### src/rtl/video_burst_writer.sv
// video_burst_writer: drains one half of the video sampling buffer per
// data_out_ready into a single 16-beat AXI write burst. It tracks the
// per-frame DDR write pointer and restarts it on frame end.
// Optional feature macro: FRAME_PINGPONG_EN (frames alternate between two DDR banks).
module video_burst_writer #(
  parameter int unsigned            RD_ADDR_LEN = 5,
  parameter int unsigned            DQ_WIDTH    = 32,
  parameter int unsigned            ADDR_WIDTH  = 28,
  parameter logic [ADDR_WIDTH-1:0]  BASE_ADDR   = '0,
  parameter logic [ADDR_WIDTH-1:0]  FRAME_BYTES = ADDR_WIDTH'(32'h0007_0800)
) (
  input  logic                    clk,
  input  logic                    rst,
  input  logic                    buf_ready,
  input  logic [3:0]              buf_trans_id,
  input  logic                    buf_frame_end,
  output logic                    buf_rd_valid,
  output logic [RD_ADDR_LEN-1:0]  buf_rd_addr,
  input  logic [DQ_WIDTH*8-1:0]   buf_rd_data,
  output logic [ADDR_WIDTH-1:0]   axi_awaddr,
  output logic [3:0]              axi_awid,
  output logic [3:0]              axi_awlen,
  output logic                    axi_awvalid,
  input  logic                    axi_awready,
  output logic [DQ_WIDTH*8-1:0]   axi_wdata,
  output logic [DQ_WIDTH-1:0]     axi_wstrb,
  output logic                    axi_wlast,
  output logic                    axi_wvalid,
  input  logic                    axi_wready,
  output logic                    frame_done,
  output logic                    busy
);

  localparam int unsigned BURST_LEN = 1 << (RD_ADDR_LEN - 1);
  localparam logic [RD_ADDR_LEN-1:0] RD_END      = RD_ADDR_LEN'(BURST_LEN);
  localparam logic [RD_ADDR_LEN-2:0] LAST_BEAT   = '1;
  localparam logic [ADDR_WIDTH-1:0]  BURST_BYTES = ADDR_WIDTH'(BURST_LEN * DQ_WIDTH);

  typedef enum logic [1:0] {S_IDLE, S_ADDR, S_DATA, S_DONE} state_t;

  state_t                  r_state;
  state_t                  w_state_nxt;
  logic                    r_half;
  logic                    r_frame_pend;
  logic                    r_frame_done;
  logic                    r_rd_valid;
  logic [3:0]              r_awid;
  logic [ADDR_WIDTH-1:0]   r_wr_ptr;
  logic [RD_ADDR_LEN-1:0]  r_beat_rd;
  logic [RD_ADDR_LEN-2:0]  r_beat_wr;
  logic                    r_inflight;
  logic [1:0]              r_occ;
  logic [DQ_WIDTH*8-1:0]   r_sk0;
  logic [DQ_WIDTH*8-1:0]   r_sk1;
  logic                    w_bank;
  logic                    w_room;
  logic                    w_issue;
  logic                    w_pop;
  logic                    w_wlast_hs;
  logic                    w_frame_clr;
  logic [ADDR_WIDTH-1:0]   w_ptr_inc;

  // Room check counts the read already in flight, so the 2-entry skid never overflows.
  assign w_room      = (r_occ == 2'd0) || ((r_occ == 2'd1) && !r_inflight);
  assign w_issue     = ((r_state == S_ADDR) || (r_state == S_DATA)) && (r_beat_rd < RD_END) && w_room;
  assign w_pop       = axi_wvalid && axi_wready;
  assign w_wlast_hs  = w_pop && (r_beat_wr == LAST_BEAT);
  assign w_frame_clr = r_frame_pend || buf_frame_end;
  assign w_ptr_inc   = r_wr_ptr + BURST_BYTES;

  assign buf_rd_valid = r_rd_valid;
  assign buf_rd_addr  = {r_half, r_beat_rd[RD_ADDR_LEN-2:0]};
  assign axi_awaddr   = BASE_ADDR + (w_bank ? FRAME_BYTES : '0) + r_wr_ptr;
  assign axi_awid     = r_awid;
  assign axi_awlen    = 4'(BURST_LEN - 1);
  assign axi_awvalid  = (r_state == S_ADDR);
  assign axi_wdata    = r_sk0;
  assign axi_wstrb    = '1;
  assign axi_wvalid   = (r_state == S_DATA) && (r_occ != 2'd0);
  assign axi_wlast    = (r_state == S_DATA) && (r_beat_wr == LAST_BEAT);
  assign frame_done   = r_frame_done;
  assign busy         = (r_state != S_IDLE);

  // State register.
  always_ff @(posedge clk or posedge rst) begin
    if (rst) r_state <= S_IDLE;
    else     r_state <= w_state_nxt;
  end

  // Next-state: one burst per buf_ready sampled in IDLE.
  always_comb begin
    w_state_nxt = r_state;
    case (r_state)
      S_IDLE:  if (buf_ready) w_state_nxt = S_ADDR;
      S_ADDR:  if (axi_awready) w_state_nxt = S_DATA;
      S_DATA:  if (w_wlast_hs) w_state_nxt = S_DONE;
      S_DONE:  w_state_nxt = S_IDLE;
      default: w_state_nxt = S_IDLE;
    endcase
  end

  // Burst start, AXI ID latch and read/write beat counters.
  always_ff @(posedge clk or posedge rst) begin
    if (rst) begin
      r_rd_valid <= 1'b0;
      r_awid     <= '0;
      r_beat_rd  <= '0;
      r_beat_wr  <= '0;
      r_inflight <= 1'b0;
    end else begin
      r_rd_valid <= (r_state == S_IDLE) && buf_ready;
      r_inflight <= w_issue;
      if ((r_state == S_IDLE) && buf_ready) begin
        r_awid    <= buf_trans_id;
        r_beat_rd <= '0;
        r_beat_wr <= '0;
      end else begin
        if (w_issue) r_beat_rd <= r_beat_rd + 1'b1;
        if (w_pop)   r_beat_wr <= r_beat_wr + 1'b1;
      end
    end
  end

  // Skid buffer: r_sk0 is the head presented on W and only moves on a pop.
  always_ff @(posedge clk or posedge rst) begin
    if (rst) begin
      r_occ <= '0;
      r_sk0 <= '0;
      r_sk1 <= '0;
    end else begin
      case ({r_inflight, w_pop})
        2'b10: begin
          if (r_occ == 2'd0) r_sk0 <= buf_rd_data;
          else               r_sk1 <= buf_rd_data;
          r_occ <= r_occ + 2'd1;
        end
        2'b01: begin
          r_sk0 <= r_sk1;
          r_occ <= r_occ - 2'd1;
        end
        2'b11: begin
          if (r_occ == 2'd1) begin
            r_sk0 <= buf_rd_data;
          end else begin
            r_sk0 <= r_sk1;
            r_sk1 <= buf_rd_data;
          end
        end
        default: ;
      endcase
    end
  end

  // Frame bookkeeping: a pending frame end beats the pointer increment in DONE.
  always_ff @(posedge clk or posedge rst) begin
    if (rst) begin
      r_wr_ptr     <= '0;
      r_half       <= 1'b0;
      r_frame_pend <= 1'b0;
      r_frame_done <= 1'b0;
    end else if (r_state == S_DONE) begin
      if (w_frame_clr) begin
        r_wr_ptr     <= '0;
        r_half       <= 1'b0;
        r_frame_pend <= 1'b0;
        r_frame_done <= 1'b1;
      end else begin
        r_wr_ptr     <= (w_ptr_inc >= FRAME_BYTES) ? '0 : w_ptr_inc;
        r_half       <= ~r_half;
        r_frame_done <= 1'b0;
      end
    end else begin
      r_frame_pend <= r_frame_pend | buf_frame_end;
      r_frame_done <= 1'b0;
    end
  end

`ifdef FRAME_PINGPONG_EN
  logic r_bank;

  // Bank flips with every completed frame.
  always_ff @(posedge clk or posedge rst) begin
    if (rst)               r_bank <= 1'b0;
    else if (r_frame_done) r_bank <= ~r_bank;
  end

  assign w_bank = r_bank;
`else
  assign w_bank = 1'b0;
`endif

endmodule

### config.mk
export PLATFORM = sky130hd
export DESIGN_NAME = video_burst_writer
export DESIGN_NICKNAME = d
export VERILOG_FILES = /design/src/rtl/video_burst_writer.sv
export SDC_FILE = /design/constraint.sdc
export NUM_CORES = 1
export LEC_CHECK = 0
export BUFFER_PORTS_ARGS = -buffer_cell sky130_fd_sc_hd__buf_2
export CAP_MARGIN = 15
export CORE_AREA = 3 3 230 232
export DETAILED_ROUTE_END_ITERATION = 8
export DIE_AREA = 0 0 233 235
export PLACE_DENSITY = 0.73
export SETUP_SLACK_MARGIN = 0.02
export SYNTH_ARGS = -nofsm -noshare
export SYNTH_HDL_FRONTEND = slang
export SYNTH_SLANG_ARGS = --single-unit
### constraint.sdc
create_clock -name clk -period 17 [get_ports clk]
set_input_delay 2.55 -clock clk [delete_from_list [all_inputs] [get_ports clk]]
set_output_delay 2.55 -clock clk [all_outputs]
set_load 0.01 [all_outputs]
# == Yosys cells after proc, flatten, opt, wreduce, memory -nomap -nowiden ==
# Cells that the tools add are included.
# totals
ff_bits,562
in_bits,266
output_inout_bits,335
# op_classes
n_addsub,5
magnitude_cmp,2
eq_ne,15
n_mux,22
bitwise_logic,2
n_reduce_logical,24
# ops
op,count
256-bit 2-to-1 mux,4
256-bit case mux with 3 select lines,1
256-bit case mux with 2 select lines,1
28-bit 2-to-1 mux,2
"28-bit by 10-bit adder with 28-bit output, second input constant",1
"28-bit by 19-bit >= comparator with 1-bit output, second input constant",1
"2-bit inequality test, second input constant",6
2-bit nonzero test,6
5-bit 2-to-1 mux,2
"2-bit == test, second input constant",4
1-bit logical AND,8
4-bit 2-to-1 mux,2
2-bit case mux with 4 select lines,1
"2-bit by 1-bit == test with 1-bit output, second input constant",3
2-bit 2-to-1 mux,3
3-bit AND reduction,2
"5-bit by 1-bit adder with 5-bit output, second input constant",1
"5-bit less-than comparator, second input constant",1
1-bit 2-to-1 mux,5
"4-bit by 1-bit adder with 4-bit output, second input constant",1
"4-bit == test, second input constant",1
2-bit zero test,2
2-bit case mux with 2 select lines,1
1-bit logical OR,3
8 further kinds,8

# == Longest topological paths before layout ==
# logic_depth
ltp_word,6
ltp_mapped,12

# == Worst setup path after synthesis ==
# OpenSTA, ideal clock, no wires.
# synth_path
path_kind,in2reg
start,input axi_wready
end,register r_sk1[100]
t_arrival_ns,4.313
setup_slack_ns,12.563
stages,8
path_buffers,2
path_cell_list,nand2_1 inv_1 ha_1 a22oi_1 o21ai_1 clkbuf_1 clkbuf_1 mux2_2
# synth_between
elab_chain_cells,4
# synth_rtl
element,line,text
"start, declared",29,"input logic axi_wready,"
1-bit logical AND *,66,assign w_pop = axi_wvalid && axi_wready;
2-bit == test,131,"case ({r_inflight, w_pop})"
2-bit inequality test (no source line) / 2-bit nonzero test (equally long branches),--,
3-bit AND reduction (no source line),--,
"end signal, assigned",134,else r_sk1 <= buf_rd_data;
"end signal, assigned",146,r_sk1 <= buf_rd_data;
"end, declared",54,logic [DQ_WIDTH*8-1:0] r_sk1;
# Every way passes the cells marked *; elsewhere a longest branch is shown, timed or not.
# A chain may end at the register's enable or synchronous reset.

# == Final worst setup path ==
# layout_path
start,input axi_wready
end,"register r_sk0[143], in the netlist axi_wdata[143]"
# layout_between
elab_chain_cells,4
# layout_rtl
element,line,text
1-bit logical AND *,66,
2-bit == test / 2-bit by 1-bit == test with 1-bit output (equally long branches),131,
2-bit inequality test (no source line) / 3-bit nonzero test (equally long branches),--,
2-bit AND reduction (no source line),--,
"end signal, assigned",133,if (r_occ == 2'd0) r_sk0 <= buf_rd_data;
"end signal, assigned",138,r_sk0 <= r_sk1;
"end signal, assigned",143,r_sk0 <= buf_rd_data;
"end, declared",53,logic [DQ_WIDTH*8-1:0] r_sk0;
# Marked as above.

==> flow_metrics.py <==
metrics = {
    "setup_path": {
        "crit_path_start": "axi_wready",
        "cp-end-kind": "flip-flop",
        "worst-endpoint-required_ps": 17490,
        "timing.reg2reg.worst_path_depth": 12,
        "critical_path.reg2reg.endpoint": "axi_wdata[143]$_DFFE_PP0P_",
        "regToRegSetupSlack_ps": 12300,
        "cp-start-kind": "input pin",
        "critPathMaxFanout": 81,
        "criticalPathCategory": "in -> reg",
        "rr_startpoint": "r_state[0]$_DFFE_PP0P_",
        "worstPathArrival_ps": 6250,
        "setup.worst_path.end": "axi_wdata[143]$_DFFE_PP0P_",
    },
    "floorplanning": {
        "core.rowCount": 83,
        "io_pins": 601,
        "die_area_um2": 54760,
        "core_area_um2": 51200,
        "die-width_um": 233,
        "initial_core_util_pct": 44.92,
        "die_height_um": 235,
    },
    "routing": {
        "drt_iter0_markers": 1312,
        "drtPass1Iterations": 6,
        "ant_nets": 0,
        "drc_viols": 0,
        "detail_route.vias_per_cell": 5.462,
        "routed_wire_length_per_instance_um": 19.21,
        "num_vias": 17340,
        "detail_route.wirelength_mm": 60.98,
    },
    "global_route": {
        "busiest_layer": "met2",
        "grt_util_met1_pct": 26.78,
        "grtUsageTotal_pct": 21.52,
        "via_count_of_the_first_global_routing_pass": 17500,
        "initial_antenna_violation_count": 16,
        "global_route.overflow_total": 0,
        "grt_use_met3_pct": 6.826,
        "grt_util_met2_pct": 36.05,
        "grt_first_pass_wirelength_mm": 95.94,
        "grt_max_degree": 251,
    },
    "synth": {
        "synth_edf_count": 0,
        "synth.area.top_cells": "sky130_fd_sc_hd__dfrtp_1 60%, sky130_fd_sc_hd__mux2_2 13%, sky130_fd_sc_hd__a22oi_1 8.4%",
        "dominantRegCellSynth": "sky130_fd_sc_hd__dfrtp_1",
        "synthCells": 1962,
        "syn_avg_cell_area_um2": 11.72,
        "yosysTopAreaCell": "sky130_fd_sc_hd__dfrtp_1",
        "yosys_warnings": 0,
        "yosysUniqueCellTypes": 44,
        "synth_largest_type_area_fraction_pct": 60.17,
        "synth_area_um2": 23000,
        "async_flop_share_pct": 100.0,
        "synth.yosys.seq_area_share_pct": 60.17,
        "ys_ff_latch": 553,
    },
    "power_and_ir_drop": {
        "vdd_drop_max_uv": 144.3,
        "total_power_uw": 5744,
        "power_density_nw_per_um2": 204.3,
        "power_leakage_uw": 0.01280,
    },
    "timing": {
        "final_max_slew_viol_count": 0,
        "timing.max_slew.rel_slack_pct": 18.81,
        "report.final.setup_viol": 0,
        "max_slew.worst_pin.slew_ps": 1218,
        "final_min_period_over_clock_period_pct": 33.90,
        "unrepaired_setup_endpoints_after_global_routing": "no",
        "achievable_freq_mhz": 173.5,
        "final.setup_skew_ps": 15.27,
        "postLayoutSetupSlackWorst_ps": 11240,
        "finalHoldViolCount": 0,
        "post-route-min-period_ps": 5762,
        "fin_tns_setup_ps": 0,
    },
    "clock_tree": {
        "hold_buffers": 0,
        "cts_max_level": 2,
        "worstSkewPairLatency_ps": 590,
        "cts.path.max_buffers": 3,
        "tritoncts": "built",
        "cts.sink_count": 553,
        "cts_buffers": 57,
        "root_buffer": "sky130_fd_sc_hd__clkbuf_16",
        "postCtsSetupBuffers": 0,
        "clkSlewWorstSetupHoldPaths_ps": 60,
        "ctsResizeCount": 0,
    },
    "final_layout": {
        "stdcell_count": 3175,
        "layout.cells.most_common_list": "555 x sky130_fd_sc_hd__buf_2, 553 x sky130_fd_sc_hd__dfrtp_1, 284 x sky130_fd_sc_hd__nor2_1, 262 x sky130_fd_sc_hd__a21oi_1, 261 x sky130_fd_sc_hd__mux2_2",
        "post_route_cells_drive_above_1_share_pct": 37.83,
        "final_layout_net_count": 2718,
        "area_growth_syn_to_layout_pct": 22.28,
        "layout_commonest_cell": "sky130_fd_sc_hd__buf_2",
    },
    "placement": {
        "place_worst_setup_slack_ps": 10710,
        "gpl_wtd_cong": 0.8393,
        "place.detailed.instances": 3059,
        "dpl.hpwl_mm": 40.03,
        "io_buffer_count": 555,
    },
    "hold_path": {
        "hp-class": "reg -> reg",
    },
    "run": {
        "timing.max_cap.violations": 0,
    },
    "status": {
        "outcome": "completed",
    },
}
power by group:
| group | total, µW | internal (µW) | leakage (µW) | switching (µW) |
|---|---|---|---|---|
| registers | 2330 | 1970 | 0.00641 | 360 |
| clock network | 1320 | 801 | 0.000999 | 521 |
| logic | 2090 | 914 | 0.00539 | 1170 |
| total | 5740 | 3690 | 0.0128 | 2060 |
stage by stage:
stage / utilization (%) / hold slack, ps / area, µm²
2_1_floorplan: - / 452.2 / 23160
3_3_place_gp: 50.91 / 471.1 / 26060
3_5_place_dp: 50.91 / 480.6 / 26060
4_1_cts: 54.88 / 491.6 / 28100
5_1_grt: 54.90 / 506.4 / 28110
6_report: 54.93 / 489.7 / 28120
cell usage after synthesis, drive strengths merged (2+ instances only):
cell / n
dfrtp: 553
nor2: 284
a21oi: 263
mux2: 261
a22oi: 257
clkbuf: 132
buf: 66
inv: 23
o21ai: 23
ha: 14
nand2: 11
nor2b: 10
nand3: 7
nand4: 7
and3: 5
nor3: 5
xor2: 5
mux2i: 4
nor4: 4
a31oi: 3
xnor2: 3
and4: 2
conb: 2
nor3b: 2
or3: 2
or4: 2
cells by family (layout without fill, tap and decap cells):
family	count (synthesis)	after routing	share of synthesized area [%]
XOR/XNOR	8	8	0.3047
multiplexers	265	265	12.95
other	2	55	0.03265
buffers and inverters	221	701	4.445
AND/OR/NAND/NOR	342	342	6.229
AO/OA/AOI/OAI	557	557	15.10
adder cells (fa/ha/maj)	14	14	0.7617
flip-flops	553	553	60.17
metal layers:
metal  vias to the layer above  share of wire [%]
met5                         -               0.16
met4                        14                2.6
met3                       116                8.8
met2                       668                 50
met1                      8654                 39
li1                       7889                  -
layout make-up:
| class | count | area (µm²) |
|---|---|---|
| Fill cell | 4296 | 23080 |
| Sequential cell | 553 | 13840 |
| Multi-Input combinational cell | 1231 | 8342 |
| Timing Repair Buffer | 572 | 2943 |
| Clock buffer | 84 | 1740 |
| Tap cell | 680 | 850.8 |
| Clock inverter | 22 | 292.8 |
| Inverter | 23 | 90.09 |
| Antenna cell | 10 | 25.02 |
how the worst min path moves through the flow:
stage | from | endpoint | slack (ps) | cells past startpoint
finish | r_half$_DFFE_PP0P_ | r_half$_DFFE_PP0P_ | 490 | 1
floorplan | r_half$_DFFE_PP0P_ | r_half$_DFFE_PP0P_ | 450 | 1
CTS | r_half$_DFFE_PP0P_ | r_half$_DFFE_PP0P_ | 490 | 1
global route | r_frame_pend$_DFFE_PP0P_ | r_frame_pend$_DFFE_PP0P_ | 510 | 2
detailed placement | r_frame_pend$_DFFE_PP0P_ | r_frame_pend$_DFFE_PP0P_ | 480 | 2
global placement | r_half$_DFFE_PP0P_ | r_half$_DFFE_PP0P_ | 470 | 1
worst max-delay path, cell delays in order:
cell and delay (ps):
sky130_fd_sc_hd__buf_2 70, sky130_fd_sc_hd__nand2_1 110, sky130_fd_sc_hd__inv_1 200, sky130_fd_sc_hd__ha_1 380
sky130_fd_sc_hd__mux2i_4 750, sky130_fd_sc_hd__buf_4 750, sky130_fd_sc_hd__buf_4 840, sky130_fd_sc_hd__a22oi_1 200
sky130_fd_sc_hd__a21oi_1 240
state kept, by name (all words and copies together) (netlist names):
signal,count
r_wr_ptr,19
r_occ,2
r_inflight,1
r_half,1
axi_awid,4
frame_done,1
r_state,2
r_beat_wr,4
axi_wdata,256
r_sk1,256
buf_rd_valid,1
r_beat_rd,5
r_frame_pend,1
No activity file was read; power rests on OpenSTA's default activity.
